===== src/rtl/bcd_display_ctrl_if.sv =====
// ---------------------------------------------------------------------------
// bcd_display_ctrl_if
// Bundle of request/status signals between a display front end (master) and
// the BCD display sequencing controller (slave).
//   i_bin      : value to display
//   i_mode     : 0 = hex, 1 = decimal
//   i_blank_en : 1 = blank leading zero digits
//   i_start    : conversion request
//   i_auto     : self-start when {i_mode,i_bin} changes
//   o_busy     : controller not idle
//   o_done     : one-cycle pulse, o_digits/o_blank freshly updated
//   o_digits   : digit nibbles, [3:0] = least significant digit
//   o_blank    : bit k = 1 -> decoder k drives segments off
// ---------------------------------------------------------------------------
interface bcd_display_ctrl_if #(
  parameter int W_IN  = 8,
  parameter int N_DIG = 3
);
  logic [W_IN-1:0]    i_bin;
  logic               i_mode;
  logic               i_blank_en;
  logic               i_start;
  logic               i_auto;
  logic               o_busy;
  logic               o_done;
  logic [N_DIG*4-1:0] o_digits;
  logic [N_DIG-1:0]   o_blank;

  // Controller side
  modport slave (
    input  i_bin, i_mode, i_blank_en, i_start, i_auto,
    output o_busy, o_done, o_digits, o_blank
  );

  // Requester side
  modport master (
    output i_bin, i_mode, i_blank_en, i_start, i_auto,
    input  o_busy, o_done, o_digits, o_blank
  );
endinterface


===== src/rtl/bcd_display_ctrl.sv =====
// ---------------------------------------------------------------------------
// bcd_display_ctrl
// Captures a binary switch value and a hex/decimal mode, optionally runs an
// iterative shift-add-3 (double-dabble) conversion one bit per clock, then
// publishes a registered digit word plus leading-zero blank flags in a single
// atomic update.
// Ports:
//   i_clk : system clock
//   i_rst : synchronous, active-high reset
//   bus   : bcd_display_ctrl_if.slave (inputs i_*, outputs o_*)
// ---------------------------------------------------------------------------
module bcd_display_ctrl #(
  parameter int W_IN  = 8,
  parameter int N_DIG = 3
) (
  input logic                 i_clk,
  input logic                 i_rst,
  bcd_display_ctrl_if.slave   bus
);

  localparam int DW = N_DIG * 4;
  localparam int CW = (W_IN > 1) ? $clog2(W_IN) : 1;
  localparam logic [CW-1:0] LAST_SHIFT = CW'(W_IN - 1);

  typedef enum logic [1:0] {
    IDLE = 2'd0,
    CONV = 2'd1,
    PUB  = 2'd2
  } state_t;

  state_t          r_state;
  state_t          w_state_next;

  logic [DW-1:0]   r_scratch;
  logic [W_IN-1:0] r_shadow_bin;
  logic            r_shadow_mode;
  logic            r_shadow_blank_en;
  logic [W_IN:0]   r_last;
  logic [CW-1:0]   r_cnt;
  logic [DW-1:0]   r_digits;
  logic [N_DIG-1:0] r_blank;
  logic            r_done;

  logic            w_trigger;
  logic [DW-1:0]   w_adj;
  logic [DW-1:0]   w_shifted;
  logic [DW-1:0]   w_pub_digits;
  logic [N_DIG-1:0] w_pub_blank;

  // Auto-start compares against the last captured request, so a change made
  // while busy is still seen once the controller returns to IDLE.
  assign w_trigger = bus.i_start ||
                     (bus.i_auto && ({bus.i_mode, bus.i_bin} != r_last));

  // Add-3 correction: every nibble is tested on its pre-add value in parallel.
  generate
    for (genvar gi = 0; gi < N_DIG; gi++) begin : g_adj
      assign w_adj[gi*4 +: 4] = (r_scratch[gi*4 +: 4] >= 4'd5) ?
                                (r_scratch[gi*4 +: 4] + 4'd3) :
                                r_scratch[gi*4 +: 4];
    end
  endgenerate

  // Shift {scratch,shadow} left by one; shadow MSB enters scratch LSB.
  assign w_shifted = {w_adj[DW-2:0], r_shadow_bin[W_IN-1]};

  assign w_pub_digits = r_shadow_mode ? r_scratch
                                      : {{(DW-W_IN){1'b0}}, r_shadow_bin};

  // Digit k is blanked only if it and every more significant digit are zero;
  // the units digit always shows so a zero value still reads "0".
  assign w_pub_blank[0] = 1'b0;
  generate
    for (genvar gi = 1; gi < N_DIG; gi++) begin : g_blank
      assign w_pub_blank[gi] = r_shadow_blank_en &&
                               (w_pub_digits[DW-1:gi*4] == '0);
    end
  endgenerate

  // State register
  always_ff @(posedge i_clk) begin
    if (i_rst) begin
      r_state <= IDLE;
    end else begin
      r_state <= w_state_next;
    end
  end

  // Next-state logic
  always_comb begin
    w_state_next = r_state;
    case (r_state)
      IDLE: begin
        if (w_trigger) begin
          w_state_next = bus.i_mode ? CONV : PUB;
        end
      end
      CONV: begin
        if (r_cnt == LAST_SHIFT) begin
          w_state_next = PUB;
        end
      end
      PUB:     w_state_next = IDLE;
      default: w_state_next = IDLE;
    endcase
  end

  // Datapath registers
  always_ff @(posedge i_clk) begin
    if (i_rst) begin
      r_scratch         <= '0;
      r_shadow_bin      <= '0;
      r_shadow_mode     <= 1'b0;
      r_shadow_blank_en <= 1'b0;
      r_last            <= '0;
      r_cnt             <= '0;
      r_digits          <= '0;
      r_blank           <= '0;
      r_done            <= 1'b0;
    end else begin
      r_done <= 1'b0;
      case (r_state)
        IDLE: begin
          if (w_trigger) begin
            r_shadow_bin      <= bus.i_bin;
            r_shadow_mode     <= bus.i_mode;
            r_shadow_blank_en <= bus.i_blank_en;
            r_last            <= {bus.i_mode, bus.i_bin};
            r_scratch         <= '0;
            r_cnt             <= '0;
          end
        end
        CONV: begin
          r_scratch    <= w_shifted;
          r_shadow_bin <= r_shadow_bin << 1;
          r_cnt        <= r_cnt + CW'(1);
        end
        PUB: begin
          r_digits <= w_pub_digits;
          r_blank  <= w_pub_blank;
          r_done   <= 1'b1;
        end
        default: ;
      endcase
    end
  end

  assign bus.o_busy   = (r_state != IDLE);
  assign bus.o_done   = r_done;
  assign bus.o_digits = r_digits;
  assign bus.o_blank  = r_blank;

endmodule


===== src/flat_wrapper.sv =====
// flat-port wrapper written by rule: the top's interface ports become plain ports
module bcd_display_ctrl_flat 
#(
  parameter int W_IN  = 8,
  parameter int N_DIG = 3
)
  (i_clk, i_rst, bus_i_bin, bus_i_mode, bus_i_blank_en, bus_i_start, bus_i_auto, bus_o_busy, bus_o_done, bus_o_digits, bus_o_blank);
  bcd_display_ctrl_if #(.W_IN(W_IN), .N_DIG(N_DIG)) bus_i ();
  input logic i_clk;
  input logic i_rst;
  input wire logic [$bits(bus_i.i_bin)-1:0] bus_i_bin;
  input wire logic [$bits(bus_i.i_mode)-1:0] bus_i_mode;
  input wire logic [$bits(bus_i.i_blank_en)-1:0] bus_i_blank_en;
  input wire logic [$bits(bus_i.i_start)-1:0] bus_i_start;
  input wire logic [$bits(bus_i.i_auto)-1:0] bus_i_auto;
  output wire logic [$bits(bus_i.o_busy)-1:0] bus_o_busy;
  output wire logic [$bits(bus_i.o_done)-1:0] bus_o_done;
  output wire logic [$bits(bus_i.o_digits)-1:0] bus_o_digits;
  output wire logic [$bits(bus_i.o_blank)-1:0] bus_o_blank;
  assign bus_i.i_bin = bus_i_bin;
  assign bus_i.i_mode = bus_i_mode;
  assign bus_i.i_blank_en = bus_i_blank_en;
  assign bus_i.i_start = bus_i_start;
  assign bus_i.i_auto = bus_i_auto;
  assign bus_o_busy = bus_i.o_busy;
  assign bus_o_done = bus_i.o_done;
  assign bus_o_digits = bus_i.o_digits;
  assign bus_o_blank = bus_i.o_blank;
  bcd_display_ctrl #(.W_IN(W_IN), .N_DIG(N_DIG)) u_core (.i_clk(i_clk), .i_rst(i_rst), .bus(bus_i));
endmodule

===== config.mk =====
export PLATFORM = sky130hd
export DESIGN_NAME = bcd_display_ctrl_flat
export DESIGN_NICKNAME = d
export VERILOG_FILES = /design/src/rtl/bcd_display_ctrl_if.sv /design/src/rtl/bcd_display_ctrl.sv /design/src/flat_wrapper.sv
export SDC_FILE = /design/constraint.sdc
export NUM_CORES = 1
export LEC_CHECK = 0
export ABC_AREA = 1
export CELL_PAD_IN_SITES_DETAIL_PLACEMENT = 0
export CELL_PAD_IN_SITES_GLOBAL_PLACEMENT = 2
export CORE_MARGIN = 2
export CORE_UTILIZATION = 30
export DETAILED_ROUTE_END_ITERATION = 7
export PLACE_DENSITY_LB_ADDON = 0.2
export SLEW_MARGIN = 20
export SYNTH_ARGS = -nofsm -noshare
export SYNTH_HDL_FRONTEND = slang
export SYNTH_SLANG_ARGS = --single-unit

===== constraint.sdc =====
create_clock -name i_clk -period 1.95 [get_ports i_clk]
set_clock_uncertainty 0.05 [all_clocks]
set_input_delay 0.4875 -clock i_clk [delete_from_list [all_inputs] [get_ports i_clk]]
set_output_delay 0.4875 -clock i_clk [all_outputs]
set_load 0.03 [all_outputs]

==> results of run 1 <==
-- cell type report --
class / count / area (um2) / share of cell area
timing repair buffer: 53 / 513 / 0.159
clock inverter: 2 / 13.8 / 0.00427
clock buffer: 6 / 72.6 / 0.0225
sequential: 50 / 1000 / 0.311
inverter: 35 / 134 / 0.0416
multi-input combinational: 244 / 1350 / 0.420
tap: 108 / 135 / 0.0420
-- repair_timing --
action                                  CTS  global route
gates resized for setup                   1             3
setup buffers                             0             0
endpoints found under the setup margin    1             3
-- worst paths after layout --
| kind | endpoint | slack [ns] | cells after the start |
|---|---|---|---|
| setup / recovery | bus_o_digits[2] | 0.07 | 1 |
| hold / removal | u_core.r_cnt[0] | 0.41 | 1 |
| setup reg to reg | u_core.r_shadow_bin[4] | 0.39 | 13 |
| hold reg to reg | u_core.r_cnt[0] | 0.41 | 1 |
-- state kept, by name (all words and copies together) (netlist names) --
name / cells
u_core.r_scratch: 12
u_core.r_last: 9
u_core.r_shadow_blank_en: 1
u_core.bus.o_blank: 2
u_core.bus.o_done: 1
u_core.r_state: 2
u_core.r_cnt: 3
u_core.bus.o_digits: 12
u_core.r_shadow_bin: 8
-- cell families (layout without fill, tap and decap cells) --
logic type	count (synthesis)	in the layout	share of synthesized area
AO/OA/AOI/OAI	87	87	0.191
XOR/XNOR	6	6	0.0201
adder cells (fa/ha/maj)	8	8	0.0382
buffers and inverters	56	96	0.104
flip-flops	50	50	0.382
other	1	1	0.00143
AND/OR/NAND/NOR	142	142	0.264
-- per-layer routing --
metal / up-vias / GRT usage
met5: - / 0
met4: 0 / 0.0470
met3: 6 / 0.0237
met2: 32 / 0.222
met1: 1050 / 0.212
li1: 1226 / -
-- cells in the final DEF, fill, tap and decap left out --
cell              n
inv_4             1
xnor2_1           4
clkdlybuf4s50_1  27
o211ai_1          1
ha_1              8
conb_1            1
or2_2             1
nand2_4           1
clkbuf_8          5
buf_6             1
nor2_1           29
nor3_1            1
nand4_1           4
a41oi_1           1
clkinv_2          1
dfxtp_1          50
a211oi_1          1
buf_12            3
inv_1            34
nand2_1          59
a21oi_2          16
clkinv_4          1
clkbuf_1          1
nand3_1          30
dlygate4sd2_1     1
o21ai_0          28
or2_1             1
nand2_2           1
a21oi_1          40
xor2_1            2
nand3_2          15
buf_4            20
dlymetal6s2s_1    1
-- stage by stage --
stage / setup TNS, ns / setup slack [ns] / instance area (um2)
3_3_place_gp: -5.59 / -0.213 / 3130
5_1_grt: 0 / 0.00453 / 3220
6_report: 0 / 0.0749 / 3220
2_1_floorplan: 0 / 0.384 / 2620
3_5_place_dp: -5.85 / -0.206 / 3130
4_1_cts: 0 / 0.0484 / 3210
-- power by group through the flow --
stage | clock (mW) | sequential, mW | combinational (mW)
after floorplan | 0 | 1.21 | 0.371
after global placement | 0 | 1.17 | 0.641
after detailed placement | 0 | 1.17 | 0.639
after CTS | 0.651 | 1.15 | 0.639
after global routing | 0.689 | 1.16 | 0.705
final | 0.622 | 1.14 | 0.632
==> impl_metrics.toml, run 1 <==
[pwr]
p_leak_nw = 1.24
vdd_drop_max_v = 0.000367
p_sw_frac = 0.330
totalPowerFinal_mw = 2.40
power_per_cell_area_mw_per_mm2 = 745
p_int_mw = 1.61
power.switching_uw = 791
pwr-share-clk = 0.259
power_frac_seq = 0.477
power_frac_comb = 0.264

[floorplanning]
die_w_um = 97.5
rows = 34
io_pins = 31
start_util = 0.305
core_mm2 = 0.00859
dieArea_mm2 = 0.00950
die_h_um = 97.5

[timing]
rsz0062_at_grt = "no"
setup_violations = 0
finalCritPeriodShare = 0.962
whs_ns = 0.413
drv_slew = 0
timing.fmax_ghz = 0.533
layout_min_cycle_time_ns = 1.88
hold_violations = 0

[critical_path]
crit_path_max_fanout = 2
r2r_start = "u_core.r_last[8]"
critPathKind = "reg2out"
crit_path_max_incr_delay_ns = 0.68
cp-start-kind = "flip-flop"
cp-startpoint = "u_core.bus.o_digits[2]"
critPathCaptureType = "output port"
worst_path_max_delay_cell = "clkdlybuf4s50_1"
critPathTopFamily = "buffers and inverters"
critPathBufInv = 1
crit_required_ns = 1.41
cp_cell_sequence = "clkdlybuf4s50_1"
cp.arrival_ns = 1.34

[routing]
dr.first_iter.drc_count = 99
met2WireLength_mm = 2.91
vias = 2314
wl_met3_um = 166
remaining_drc_errors = 0
viasPerCell = 4.65
met1_length_mm = 3.57
ant_nets = 0
dr.pass1.iters = 4
wl_per_cell_um = 13.5
top_layer = "met4"
routed_wl_mm = 6.72

[clock_tree]
clock_latency_ns = 0.30
cts_buffers = 5
cts.clk_slew.worst_paths_ns = 0.10
htreeDepth = 2
clock_path_buffers = 2
cts_sinks = 50
ctsRootBufferMaster = "clkbuf_8"
cts_hold_buffers = 0
cts_tree = "done"

[global_route]
grt.overflow.total = 0
grt_pass1_vias = 2210
grt_max_degree = 41
track_usage = 0.146
grt_first_pass_wirelength_mm = 11.2
antenna_found_initial = 0

[place]
dp_hpwl_mm = 4.81
gp_congestion = 0.748
port_buffers = 29
dp_cells = 490

[layout]
num-nets-final = 411
nFillCells = 942
drive_above_1_share = 0.169
syn_to_final_growth_pct = 22.9
n_antenna_cell = 0
finalCoreUtilization = 0.375
layout.cells.non_filler = 498

[yosys]
synth_edf_count = 0
syn_area_mm2 = 0.00262
synth_top_area_share = 0.382
ys.warnings.count = 0
seq_area_frac_synth = 0.382
synth_seq_cells = 50
synthCells = 350
synth_top_area_cell = "dfxtp_1"
yosys-top-cells-count = "nand2_1 (59), dfxtp_1 (50), a21oi_1 (41), inv_1 (34), nand3_1 (30)"
yosysUniqueCellTypes = 30
synth_nets = 372
synth_area_leaders = "dfxtp_1 (38%), nand2_1 (8.5%), a21oi_1 (7.8%), nand3_1 (5.7%), nand3_2 (5.7%)"
synthArstFlopShare = 0
post-synth-top-count-cell = "nand2_1"
avgSynthCellArea_um2 = 7.49
synthFlopType = "dfxtp_1"

[worst_hold_path]
min_from = "u_core.r_cnt[0]"
hp-class = "reg2reg"

[status]
status = "finished, final reports clean"

[run]
cap_viol_max_count = 0
Note: power is estimated with default switching activity, not from simulation.
==> run 2, diff against run 1 <==
--- a/config.mk
+++ b/config.mk
@@ -12,7 +12,6 @@
 export CORE_UTILIZATION = 30
 export DETAILED_ROUTE_END_ITERATION = 7
 export PLACE_DENSITY_LB_ADDON = 0.2
-export SLEW_MARGIN = 20
 export SYNTH_ARGS = -nofsm -noshare
 export SYNTH_HDL_FRONTEND = slang
 export SYNTH_SLANG_ARGS = --single-unit
==> results of run 2 <==
No change in the layout: final DEF, timing and power equal those of run 1.
